==> src/rtl/multicycle_control.sv <==
// Multicycle MIPS-style control unit: FETCH/DECODE/execute FSM with a
// memory-wait watchdog that aborts stalled accesses back to FETCH.
module multicycle_control #(
    parameter int unsigned STALL_LIMIT = 15
) (
    input  logic        CLK,
    input  logic        RST,
    input  logic [5:0]  OPCODES,
    input  logic [5:0]  Funct,
    input  logic        MEM_READY,
    output logic [11:0] CTRLFLAGS,
    output logic [1:0]  PCSrc,
    output logic [4:0]  ALUSelect,
    output logic        INSTR_DONE,
    output logic        ILLEGAL,
    output logic        MEM_TIMEOUT
);

    typedef enum logic [3:0] {
        S_FETCH, S_DECODE, S_MEMADR, S_MEMRD, S_MEMWB, S_MEMWR,
        S_EXEC, S_ALUWB, S_BRANCH, S_ADDIEX, S_ADDIWB, S_JUMP
    } state_t;

    localparam logic [5:0] OP_RTYPE = 6'b000000;
    localparam logic [5:0] OP_LW    = 6'b100011;
    localparam logic [5:0] OP_SW    = 6'b101011;
    localparam logic [5:0] OP_BEQ   = 6'b000100;
    localparam logic [5:0] OP_ADDI  = 6'b001000;
    localparam logic [5:0] OP_J     = 6'b000010;

    localparam logic [4:0] ALU_AND = 5'b00000;
    localparam logic [4:0] ALU_OR  = 5'b00001;
    localparam logic [4:0] ALU_ADD = 5'b00010;
    localparam logic [4:0] ALU_SUB = 5'b00110;
    localparam logic [4:0] ALU_SLT = 5'b00111;
    localparam logic [4:0] ALU_BAD = 5'b11111;

    localparam logic [7:0] LIMIT_M1 = 8'(STALL_LIMIT - 1);

    state_t      state_q, state_d;
    logic [7:0]  wait_cnt_q, wait_cnt_d;
    logic [5:0]  opcode_q, opcode_d;
    logic [5:0]  funct_q, funct_d;
    logic        illegal_q, illegal_d;
    logic        timeout_q, timeout_d;

    logic        pc_write, branch, iord, mem_read, mem_write, ir_write;
    logic        reg_dst, memto_reg, reg_write, alu_src_a;
    logic [1:0]  alu_src_b;
    logic        wait_state, stall_abort;

    assign wait_state  = (state_q == S_FETCH) || (state_q == S_MEMRD) ||
                         (state_q == S_MEMWR);
    assign stall_abort = wait_state && !MEM_READY && (wait_cnt_q == LIMIT_M1);

    assign CTRLFLAGS   = {pc_write, branch, iord, mem_read, mem_write, ir_write,
                          reg_dst, memto_reg, reg_write, alu_src_a, alu_src_b};
    assign ILLEGAL     = illegal_q;
    assign MEM_TIMEOUT = timeout_q;

    always_comb begin
        state_d    = state_q;
        wait_cnt_d = '0;
        opcode_d   = opcode_q;
        funct_d    = funct_q;
        illegal_d  = 1'b0;
        timeout_d  = 1'b0;
        pc_write   = 1'b0;
        branch     = 1'b0;
        iord       = 1'b0;
        mem_read   = 1'b0;
        mem_write  = 1'b0;
        ir_write   = 1'b0;
        reg_dst    = 1'b0;
        memto_reg  = 1'b0;
        reg_write  = 1'b0;
        alu_src_a  = 1'b0;
        alu_src_b  = 2'b00;
        PCSrc      = 2'b00;
        ALUSelect  = ALU_ADD;
        INSTR_DONE = 1'b0;

        // Handshake strobes (IRWrite/PCWrite in FETCH, done in MEMWR) are
        // qualified by MEM_READY in the completing cycle; all else is state-only.
        case (state_q)
            S_FETCH: begin
                mem_read  = 1'b1;
                alu_src_b = 2'b01;
                if (MEM_READY) begin
                    ir_write = 1'b1;
                    pc_write = 1'b1;
                    state_d  = S_DECODE;
                end
            end
            S_DECODE: begin
                alu_src_b = 2'b11;
                opcode_d  = OPCODES;
                funct_d   = Funct;
                case (OPCODES)
                    OP_LW, OP_SW: state_d = S_MEMADR;
                    OP_RTYPE:     state_d = S_EXEC;
                    OP_BEQ:       state_d = S_BRANCH;
                    OP_ADDI:      state_d = S_ADDIEX;
                    OP_J:         state_d = S_JUMP;
                    default: begin
                        state_d   = S_FETCH;
                        illegal_d = 1'b1;
                    end
                endcase
            end
            S_MEMADR: begin
                alu_src_a = 1'b1;
                alu_src_b = 2'b10;
                state_d   = (opcode_q == OP_LW) ? S_MEMRD : S_MEMWR;
            end
            S_MEMRD: begin
                iord     = 1'b1;
                mem_read = 1'b1;
                if (MEM_READY) state_d = S_MEMWB;
            end
            S_MEMWB: begin
                memto_reg  = 1'b1;
                reg_write  = 1'b1;
                INSTR_DONE = 1'b1;
                state_d    = S_FETCH;
            end
            S_MEMWR: begin
                iord      = 1'b1;
                mem_write = !stall_abort;
                if (MEM_READY) begin
                    INSTR_DONE = 1'b1;
                    state_d    = S_FETCH;
                end
            end
            S_EXEC: begin
                alu_src_a = 1'b1;
                state_d   = S_ALUWB;
                case (funct_q)
                    6'b100000: ALUSelect = ALU_ADD;
                    6'b100010: ALUSelect = ALU_SUB;
                    6'b100100: ALUSelect = ALU_AND;
                    6'b100101: ALUSelect = ALU_OR;
                    6'b101010: ALUSelect = ALU_SLT;
                    default: begin
                        ALUSelect = ALU_BAD;
                        illegal_d = 1'b1;
                        state_d   = S_FETCH;
                    end
                endcase
            end
            S_ALUWB: begin
                reg_dst    = 1'b1;
                reg_write  = 1'b1;
                INSTR_DONE = 1'b1;
                state_d    = S_FETCH;
            end
            S_BRANCH: begin
                alu_src_a  = 1'b1;
                ALUSelect  = ALU_SUB;
                branch     = 1'b1;
                PCSrc      = 2'b01;
                INSTR_DONE = 1'b1;
                state_d    = S_FETCH;
            end
            S_ADDIEX: begin
                alu_src_a = 1'b1;
                alu_src_b = 2'b10;
                state_d   = S_ADDIWB;
            end
            S_ADDIWB: begin
                reg_write  = 1'b1;
                INSTR_DONE = 1'b1;
                state_d    = S_FETCH;
            end
            S_JUMP: begin
                PCSrc      = 2'b10;
                pc_write   = 1'b1;
                INSTR_DONE = 1'b1;
                state_d    = S_FETCH;
            end
            default: state_d = S_FETCH;
        endcase

        // Counter only runs while a wait state is stalled; leaving or entering
        // any state otherwise leaves it cleared.
        if (wait_state && !MEM_READY) begin
            if (stall_abort) begin
                state_d   = S_FETCH;
                timeout_d = 1'b1;
            end else begin
                wait_cnt_d = wait_cnt_q + 8'd1;
            end
        end
    end

    always_ff @(posedge CLK or posedge RST) begin
        if (RST) begin
            state_q    <= S_FETCH;
            wait_cnt_q <= '0;
            opcode_q   <= '0;
            funct_q    <= '0;
            illegal_q  <= 1'b0;
            timeout_q  <= 1'b0;
        end else begin
            state_q    <= state_d;
            wait_cnt_q <= wait_cnt_d;
            opcode_q   <= opcode_d;
            funct_q    <= funct_d;
            illegal_q  <= illegal_d;
            timeout_q  <= timeout_d;
        end
    end

endmodule

==> config.mk <==
export PLATFORM = sky130hd
export DESIGN_NAME = multicycle_control
export DESIGN_NICKNAME = d
export VERILOG_FILES = /design/src/rtl/multicycle_control.sv
export SDC_FILE = /design/constraint.sdc
export NUM_CORES = 1
export LEC_CHECK = 0
export ABC_CLOCK_PERIOD_IN_PS = 1700
export CORE_MARGIN = 2
export CORE_UTILIZATION = 50
export CTS_CLUSTER_DIAMETER = 100
export DETAILED_ROUTE_END_ITERATION = 10
export HOLD_SLACK_MARGIN = 0.05
export PLACE_DENSITY = 0.79
export RECOVER_POWER = 50
export SYNTH_ARGS = -nofsm -noshare
export SYNTH_HDL_FRONTEND = slang
export SYNTH_SLANG_ARGS = --single-unit
==> constraint.sdc <==
create_clock -name CLK -period 1.7 [get_ports CLK]
set_input_delay 0.34 -clock CLK [delete_from_list [all_inputs] [get_ports CLK]]
set_output_delay 0.34 -clock CLK [all_outputs]
set_load 0.05 [all_outputs]
==> impl_results.rst, run 1 <==
.. list-table::
   :header-rows: 1

   * - Metric
     - Value
   * - Detailed placer's ending HPWL
     - 3.141 mm
   * - Stage at which the flow ended
     - global routing
   * - Err
     - [ERROR GRT-0232] Routing congestion too high. Check the congestion heatmap in the GUI.
   * - H-tree levels
     - 1
   * - Fraction of the yosys area taken by sequential cells
     - 0.3901
   * - Dominant combinational cell family by area after synthesis
     - simple AND/OR/NAND/NOR gates
   * - Die Span X
     - 61.76 um
   * - Number of placed I/O pins
     - 37
   * - Summed instance area of the synthesized netlist
     - 1668 um2
   * - Initial cell density of the core
     - 0.5375
   * - Maximum number of pins on one net before global-route repair
     - 27
   * - Fraction of synthesized cell area in xor and xnor cells
     - 0.04726
   * - Outcome
     - stopped before the end
   * - GR Util All Layers
     - 0.7066
   * - Flip-flop and latch count after synthesis
     - 26
   * - Inst Count DP
     - 268
   * - IO buf count
     - 36
   * - GRT overflow
     - 22
   * - Last weighted congestion value of the routability-driven placer
     - 0.8607
   * - Synthesized-area fraction occupied by and/or/nand/nor cells
     - 0.2588
   * - Cell count after synthesis
     - 181
   * - Synthesis Warnings
     - 0
   * - Die extent in y
     - 61.76 um
   * - Number of distinct library cells after synthesis
     - 41
   * - Post-Synth Adder-Cell Area
     - 0.01500
   * - Maximum count of clock buffers along a single path
     - 2
   * - Worst ep type
     - top-level output
   * - Avg Inst Size Synth
     - 9.215 um2
   * - Endpoint with the least setup slack after the last global-route repair
     - ALUSelect[2]
   * - Total number of placement rows
     - 20
   * - Share of synthesized area spent on multiplexers
     - 0.07427
   * - CTS sink cnt
     - 26
   * - Root buffer cell
     - clkbuf_4
   * - CTS Buf Count
     - 3
   * - Post-synthesis compound-gate area fraction
     - 0.1155
   * - Syn_nets
     - 198
logic make-up after synthesis:
family / after synthesis
multiplexers: 11
adder cells (fa/ha/maj): 2
AO/OA/AOI/OAI: 31
AND/OR/NAND/NOR: 77
buffers and inverters: 25
XOR/XNOR: 9
flip-flops: 26
synth_stat cells:
master,instances,area share
nor3_1,11,0.033
nor2b_1,5,0.019
or2_2,2,0.0075
a221oi_1,1,0.0053
and3b_1,1,0.0053
o31ai_1,1,0.0045
mux2_2,11,0.074
nand2_1,8,0.018
and3_1,3,0.011
o22ai_1,1,0.0038
nor4b_2,1,0.0090
nand3b_1,4,0.018
buf_6,3,0.020
nand4b_1,2,0.011
o21a_1,2,0.0090
a211oi_1,1,0.0045
nand3_1,4,0.012
a21o_1,2,0.0090
a2111oi_0,1,0.0053
xor2_1,6,0.032
nand4_1,2,0.0075
nand2b_4,1,0.0083
and2_1,1,0.0038
nor2_1,23,0.052
a21oi_1,7,0.021
xnor2_1,3,0.016
ha_1,2,0.015
nor3_4,1,0.0098
o21ai_0,8,0.024
and4b_1,1,0.0060
buf_2,3,0.0090
dfrtp_1,26,0.39
nand2b_1,4,0.015
o21bai_1,2,0.0090
nor3b_1,2,0.0090
clkbuf_1,4,0.0090
o311ai_0,1,0.0053
buf_4,12,0.054
inv_1,3,0.0068
a31oi_1,4,0.015
and2b_1,1,0.0045
layer usage:
metal	global-route usage	GRT overflow
met1	0.7095	0
met2	0.8887	8
met3	0.5135	0
met4	0.7386	14
met5	0.1286	0
stage by stage:
step	hold slack (ps)	cell area [um2]	setup WS, ps	setup TNS, ps	util
detailed placement	495.3	2395	-140.4	-395.8	0.7718
floorplan	380.0	1729	-160.4	-227.8	-
global placement	481.4	2395	-108.9	-202.4	0.7718
CTS	341.6	2867	-378.9	-4292	0.9238
repair_timing:
item                                    in CTS
resized for setup                           59
pin swaps                                   11
buffers inserted                            23
endpoints found under the setup margin      20
hold buffers                                 0
hold endpoints to repair                     0
==> run 2: changes to the inputs <==
Settings changed: CORE_UTILIZATION 50 to 40, CTS_CLUSTER_DIAMETER 100 to not set, HOLD_SLACK_MARGIN 0.05 to not set, PLACE_DENSITY 0.79 to not set, PLACE_DENSITY_LB_ADDON set to 0.15.
==> impl_results.rst, run 2 <==
.. list-table::
   :header-rows: 1

   * - Metric
     - Value
   * - Setup TNS
     - -3114 ps
   * - Fraction of the yosys area taken by sequential cells
     - 0.3901 (unchanged)
   * - Worst hold-check path type
     - reg2reg
   * - Final number of setup-violating endpoints
     - 20
   * - EDFF count, synth
     - 0 (unchanged)
   * - Part of the power in the clock network
     - 0.166
   * - Maximum count of clock buffers along a single path
     - 2 (unchanged)
   * - Wire length of the first global-routing pass
     - 7.514 mm
   * - Post-route clock skew
     - 2.587 ps
   * - DR vias/cell
     - 5.235
   * - Critical path class
     - reg2out
   * - Final #Nets
     - 279
   * - Failing checks
     - negative setup slack
   * - Yosys top cell by area
     - dfrtp_1
   * - Number of global-route vias before repair
     - 1593
   * - Share of synthesized flip-flops with an asynchronous set or reset
     - 1.000 (unchanged)
   * - Number of maximum-capacitance constraint violations
     - 0
   * - Required time of the worst setup path
     - 1360 ps
   * - Cell count after synthesis
     - 181 (unchanged)
   * - CTS sink cnt
     - 26 (unchanged)
   * - ANT cells
     - 0
   * - Detailed placer's ending HPWL
     - 3.101 mm (-1.3%)
   * - Maximum number of pins on one net before global-route repair
     - 27
   * - Met3 wire len
     - 145 um
   * - Most frequent cells in the layout
     - buf_4, buf_6, buf_12
   * - Reg with most FFs
     - wait_cnt_q
   * - Synth Flop Type
     - dfrtp_1
   * - Type of element launching the critical path
     - register
   * - Starting DRC count in detailed routing
     - 73
   * - Final std cells w/o fill
     - 311
   * - Total DRC errors in the routed layout
     - 0
   * - Detailed-router iteration count before antenna repair
     - 4
   * - Clock-pin slew reported for the worst setup and hold paths after clock tree synthesis
     - 90 ps
   * - Maximum fanout count along the critical path
     - 3
   * - Type of destination of the critical path
     - output port
   * - Number of distinct library cells after synthesis
     - 41 (unchanged)
   * - Post-Route WL
     - 5.491 mm
   * - Summed instance area of the synthesized netlist
     - 1668 um2 (unchanged)
   * - Most common cell after layout, fill and taps aside
     - buf_4
   * - Final-report max-slew violation count
     - 0
   * - Slew of the pin with the lowest slew margin
     - 624.8 ps
   * - Setup repair after global routing missed its margin
     - true
   * - Antenna viol nets, final
     - 0
   * - Die Area
     - 4702 um2
   * - Total net switching power
     - 1.088 mW
   * - Inst Count DP
     - 280 (+4.5%)
   * - Share of total power consumed by net switching
     - 0.3556
   * - Final Hold Viols
     - 0
   * - Crit path arrival time
     - 1630 ps
   * - Layout filler cell count
     - 216
   * - Syn_nets
     - 198 (unchanged)
   * - Met2 routed wirelength
     - 2.912 mm
   * - Average wire per standard cell
     - 17.66 um
   * - Crit path setup slack, layout
     - -271.9 ps
   * - Cells taking the most area after synthesis
     - dfrtp_1, mux2_2, buf_4
   * - Flip-flop and latch count after synthesis
     - 26 (unchanged)
   * - Proportion of layout cells with a drive suffix above 1
     - 0.5939
   * - Cell internal power dissipation
     - 1.972 mW
   * - IO buf count
     - 36 (unchanged)
   * - Initial cell density of the core
     - 0.4170 (-0.1205)
   * - Top cells by count, synth
     - dfrtp_1, nor2_1, buf_4, mux2_2, nor3_1
   * - Final Critical Period
     - 1972 ps
   * - Sequential cell fraction of total power
     - 0.307
   * - Sum of routed wire segments on met1
     - 2.331 mm
   * - Number of flip-flops under the largest register name
     - 8
   * - Highest signal layer in the routed design
     - met4
   * - Share of power burned in combinational logic
     - 0.527
   * - Max Clk Rate
     - 0.5071 GHz
   * - Via count of the routed design
     - 1628
   * - Power density relative to cell area
     - 972.1 nW/um2
   * - Avg Inst Size Synth
     - 9.215 um2 (unchanged)
   * - Outcome
     - complete, but fails checks
   * - Number of placed I/O pins
     - 37 (unchanged)
   * - Regs by FF count
     - wait_cnt_q x8, funct_q x6, opcode_q x6
   * - Placeable core region
     - 4000 um2
   * - Root buffer cell
     - clkbuf_8
   * - Later-pin clock latency in the skew report
     - 270 ps
   * - Area growth from synthesis to final layout
     - 88.75%
   * - Die Span X
     - 68.57 um (+11%)
   * - GRT overflow
     - 0
   * - Total number of placement rows
     - 23 (+15%)
   * - Synthesis Warnings
     - 0 (unchanged)
   * - CTS Buf Count
     - 3 (unchanged)
   * - Most frequent cell after synthesis
     - dfrtp_1
   * - Fraction of synthesized cell area taken by the top area cell type
     - 0.3901 (unchanged)
   * - H-tree levels
     - 1 (unchanged)
   * - Clock tree from TritonCTS
     - yes
   * - Worst IR Drop VDD
     - 0.0007674 V
   * - Max-slew headroom
     - 0.5835
   * - Leakage
     - 1.370 nW
   * - Antenna violations before repair
     - 0
   * - GR Util All Layers
     - 0.2167
   * - Core occupancy in the finished layout
     - 0.7870
   * - Last weighted congestion value of the routability-driven placer
     - 0.8359 (-2.9%)
   * - Tcrit/Tclk final
     - 1.160
   * - Die extent in y
     - 68.57 um (+11%)
## run 2: final cells by class
class / count / area (um2) / area share
Sequential cell: 26 / 660.6 / 0.2099
Multi-Input combinational cell: 130 / 1180 / 0.3748
Inverter: 3 / 11.26 / 0.003577
Clock inverter: 1 / 30.03 / 0.009539
Timing Repair Buffer: 98 / 1162 / 0.3692
Clock buffer: 3 / 41.29 / 0.01312
Tap cell: 50 / 62.56 / 0.01987
## run 2: critical path, cell delays in order, from the launching register on
cell and delay (ps):
dfrtp_1 390, nand2b_4 180, a2111oi_4 390, buf_4 190, o21bai_4 60, buf_12 150
## run 2: final timing paths
check / slack [ps] / start / to / cells past startpoint
hold / removal: 520 / opcode_q[4] / opcode_q[4] / 1
setup reg to reg: 0 / state_q[0] / funct_q[5] / 7
min in group asynchronous: 660 / RST / wait_cnt_q[3] / 3
setup / recovery: -270 / funct_q[4] / ALUSelect[2] / 5
hold reg to reg: 520 / opcode_q[4] / opcode_q[4] / 1
max in group asynchronous: 600 / RST / state_q[2] / 3
## run 2: layer usage
layer | up-vias | GRT usage
li1 | 778 | -
met5 | - | 0
met3 | 14 | 0.03409
met4 | 0 | 0.04250
met1 | 795 | 0.2681
met2 | 41 | 0.3966
## run 2: kinds of logic (layout without fill, tap and decap cells)
kind of cell	Yosys count	after routing	share of synthesized area
AO/OA/AOI/OAI	31	31	0.1155
XOR/XNOR	9	9	0.04726
adder cells (fa/ha/maj)	2	2	0.01500
buffers and inverters	25	105	0.09902
flip-flops	26	26	0.3901
multiplexers	11	11	0.07427
AND/OR/NAND/NOR	77	77	0.2588
## run 2: per-stage QoR
step	setup WS (ps)	area (um2)	hold slack [ps]	total power, mW
after floorplan	-160.4	1729	380.0	1.550
after global routing	-368.5	3148	546.3	3.201
final	-271.9	3148	521.6	3.060
after CTS	-271.0	2826	420.4	2.622
after detailed placement	-178.4	2447	496.0	1.922
after global placement	-172.5	2447	480.8	1.884
## run 2: power groups by stage
stage / clock network [mW] / registers (mW) / logic, mW
2_1_floorplan: 0 / 0.874 / 0.676
3_3_place_gp: 0 / 0.877 / 1.01
3_5_place_dp: 0 / 0.890 / 1.03
4_1_cts: 0.524 / 0.902 / 1.20
5_1_grt: 0.543 / 0.956 / 1.70
6_report: 0.507 / 0.939 / 1.61
## run 2: what timing repair did
item                       CTS  global route
setup buffers               12            20
hold buffers                 0             0
pin swaps                   15            22
setup endpoints to repair   19            32
gates cloned                 0             2
gates resized for setup     57            46
(Power assumes the default switching activity.)
==> run 3: changes to the inputs <==
--- a/config.mk
+++ b/config.mk
@@ -13,2 +13,3 @@
 export RECOVER_POWER = 50
+export SLEW_MARGIN = 20
 export SYNTH_ARGS = -nofsm -noshare
==> constraint.sdc (replaced) <==
create_clock -name CLK -period 1.7 [get_ports CLK]
set_input_delay 0.425 -clock CLK [delete_from_list [all_inputs] [get_ports CLK]]
set_output_delay 0.425 -clock CLK [all_outputs]
set_load 0.05 [all_outputs]
==> impl_results.rst, run 3 (synthesis gave the netlist of run 2 again) <==
.. list-table::
   :header-rows: 1

   * - Metric
     - Value
   * - CTS sink cnt
     - 26 (unchanged)
   * - Number of maximum-capacitance constraint violations
     - 0 (unchanged)
   * - Initial cell density of the core
     - 0.4170 (unchanged)
   * - Leakage
     - 1.299 nW (-5.2%)
   * - Number of buffer and inverter instances along the worst setup path
     - 1 (-1)
   * - Number of global-route vias before repair
     - 1534 (-3.7%)
   * - Final #Nets
     - 273 (-2.2%)
   * - Later-pin clock latency in the skew report
     - 270 ps (about the same)
   * - GR Util All Layers
     - 0.1961 (-0.02058)
   * - GRT overflow
     - 0 (unchanged)
   * - Number of buffers added to fix hold violations after cts
     - 0 (unchanged)
   * - Cell family contributing the most delay on the critical path
     - flip-flops
   * - Reg with most FFs
     - wait_cnt_q
   * - Clock-pin slew reported for the worst setup and hold paths after clock tree synthesis
     - 90 ps (about the same)
   * - Worst hold-check path type
     - reg2reg
   * - Crit path arrival time
     - 1550 ps (-80 ps)
   * - Placeable core region
     - 4000 um2 (unchanged)
   * - Clock tree from TritonCTS
     - yes
   * - Number of placed I/O pins
     - 37 (unchanged)
   * - Last weighted congestion value of the routability-driven placer
     - 0.8681 (+3.9%)
   * - Max Clk Rate
     - 0.5059 GHz (-0.24%)
   * - Final Critical Period
     - 1977 ps (+4.677 ps)
   * - Failing checks
     - negative setup slack
   * - Layout filler cell count
     - 246 (+14%)
   * - Post-Route WL
     - 4.581 mm (-17%)
   * - Worst IR Drop VDD
     - 0.0007078 V (-7.8%)
   * - Maximum fanout count along the critical path
     - 7 (+4)
   * - Number of flip-flops under the largest register name
     - 8 (unchanged)
   * - Die Span X
     - 68.57 um (unchanged)
   * - Slew of the pin with the lowest slew margin
     - 649.4 ps (+24.58 ps)
   * - Wire length of the first global-routing pass
     - 6.941 mm (-7.6%)
   * - Max-slew headroom
     - 0.5671 (-0.01639)
   * - Final-report max-slew violation count
     - 0 (unchanged)
   * - Antenna violations before repair
     - 0 (unchanged)
   * - Final number of setup-violating endpoints
     - 19 (-5.0%)
   * - Tcrit/Tclk final
     - 1.163 (+0.002751)
   * - Antenna viol nets, final
     - 0 (unchanged)
   * - IO buf count
     - 36 (unchanged)
   * - Die extent in y
     - 68.57 um (unchanged)
   * - Die Area
     - 4702 um2 (unchanged)
   * - Most common cell after layout, fill and taps aside
     - buf_4
   * - Standard cell area after detailed placement
     - 2525 um2 (+3.2%)
   * - Setup repair after global routing missed its margin
     - true
   * - Maximum number of pins on one net before global-route repair
     - 27 (unchanged)
   * - CTS Buf Count
     - 3 (unchanged)
   * - Total number of placement rows
     - 23 (unchanged)
   * - Core occupancy in the finished layout
     - 0.7516 (-0.03535)
   * - Regs by FF count
     - wait_cnt_q x8, funct_q x6, opcode_q x6
   * - ANT cells
     - 0 (unchanged)
   * - Sequential standard cell area
     - 659.4 um2 (-0.19%)
   * - Area growth from synthesis to final layout
     - 80.27%
   * - Maximum count of clock buffers along a single path
     - 2 (unchanged)
   * - Root buffer cell
     - clkbuf_8
   * - Post-route clock skew
     - 8.013 ps (+5.426 ps)
   * - DR vias/cell
     - 5.193 (-0.79%)
   * - Critical path class
     - reg2out
   * - Required time of the worst setup path
     - 1270 ps (-90 ps)
   * - Total DRC errors in the routed layout
     - 0 (unchanged)
   * - Type of destination of the critical path
     - output port
   * - Outcome
     - complete, but fails checks
   * - Power density relative to cell area
     - 946.7 nW/um2 (-2.6%)
   * - Type of element launching the critical path
     - register
   * - Detailed-router iteration count before antenna repair
     - 4 (unchanged)
   * - Most frequent cells in the layout
     - buf_4, buf_12, dfrtp_1
   * - Final Hold Viols
     - 0 (unchanged)
   * - Via count of the routed design
     - 1584 (-2.7%)
   * - CP max stage delay
     - 470 ps (+80 ps)
   * - Area of the multi-input gates
     - 1150 um2 (-2.5%)
   * - H-tree levels
     - 1 (unchanged)
   * - Total power consumption of the routed design
     - 2.846 mW (-7.0%)
   * - Worst-path cell chain
     - and2b_2, o21a_1, nor3_4, buf_12
   * - Proportion of layout cells with a drive suffix above 1
     - 0.5608 (-0.03309)
   * - Post-route standard cell area excluding fillers
     - 3007 um2 (-4.5%)
   * - Average wire per standard cell
     - 15.02 um (-15%)
   * - Starting DRC count in detailed routing
     - 50 (-32%)
   * - Max stage delay cell, worst path
     - dfrtp_2
   * - Crit path setup slack, layout
     - -276.5 ps (-4.677 ps)
   * - Detailed placer's ending HPWL
     - 3.175 mm (+2.4%)
-- run 3: worst register-to-register path, cell delays in order, from the launching register on --
cell	delay, ps
dfrtp_2	460
nor2b_4	150
nor4b_4	360
buf_4	200
and3b_1	160
o21ai_1	60
a31oi_1	180
-- run 3: area by class of cell --
type / instances / area share
Sequential cell: 26 / 0.2193
Multi-Input combinational cell: 130 / 0.3824
Clock buffer: 3 / 0.01373
Clock inverter: 1 / 0.009988
Inverter: 3 / 0.003745
Timing Repair Buffer: 92 / 0.3500
Tap cell: 50 / 0.02081
-- run 3: where the power goes --
group          switching (mW)  internal, mW  total [mW]
clock network           0.196         0.315       0.512
logic                   0.666         0.742        1.41
registers               0.157         0.770       0.927
total                    1.02          1.83        2.85
-- run 3: path summary, 6_finish.rpt --
| check | startpoint | end | slack (ps) | cells after the start |
|---|---|---|---|---|
| min | opcode_q[3] | opcode_q[3] | 510 | 1 |
| min in group asynchronous | RST | opcode_q[5] | 750 | 3 |
| max | state_q[1] | INSTR_DONE | -280 | 4 |
| max in group asynchronous | RST | state_q[1] | 490 | 3 |
| max reg2reg | funct_q[3] | state_q[1] | 50 | 6 |
| min reg2reg | opcode_q[3] | opcode_q[3] | 510 | 1 |
-- run 3: layer usage --
layer	wire, um	track usage
met5	0	0
met4	36	0.04250
met3	179	0.02922
met2	2425	0.3630
met1	1940	0.2382
-- run 3: repair_timing --
action / in CTS / in global routing
pin swaps: 15 / 11
endpoints found under the setup margin: 22 / 22
resized for setup: 57 / 17
gates cloned: 0 / 0
setup buffers: 11 / 7
-- run 3: metrics by stage --
stage	cells	hold WS, ps	TNS, ps	setup WS [ps]
after global routing	305	542.2	-5135	-332.3
after global placement	286	479.8	-1028	-280.7
final	305	509.0	-3918	-276.5
after CTS	299	507.8	-3924	-282.5
after floorplan	181	465.0	-426.7	-92.82
after detailed placement	286	490.4	-1504	-334.5
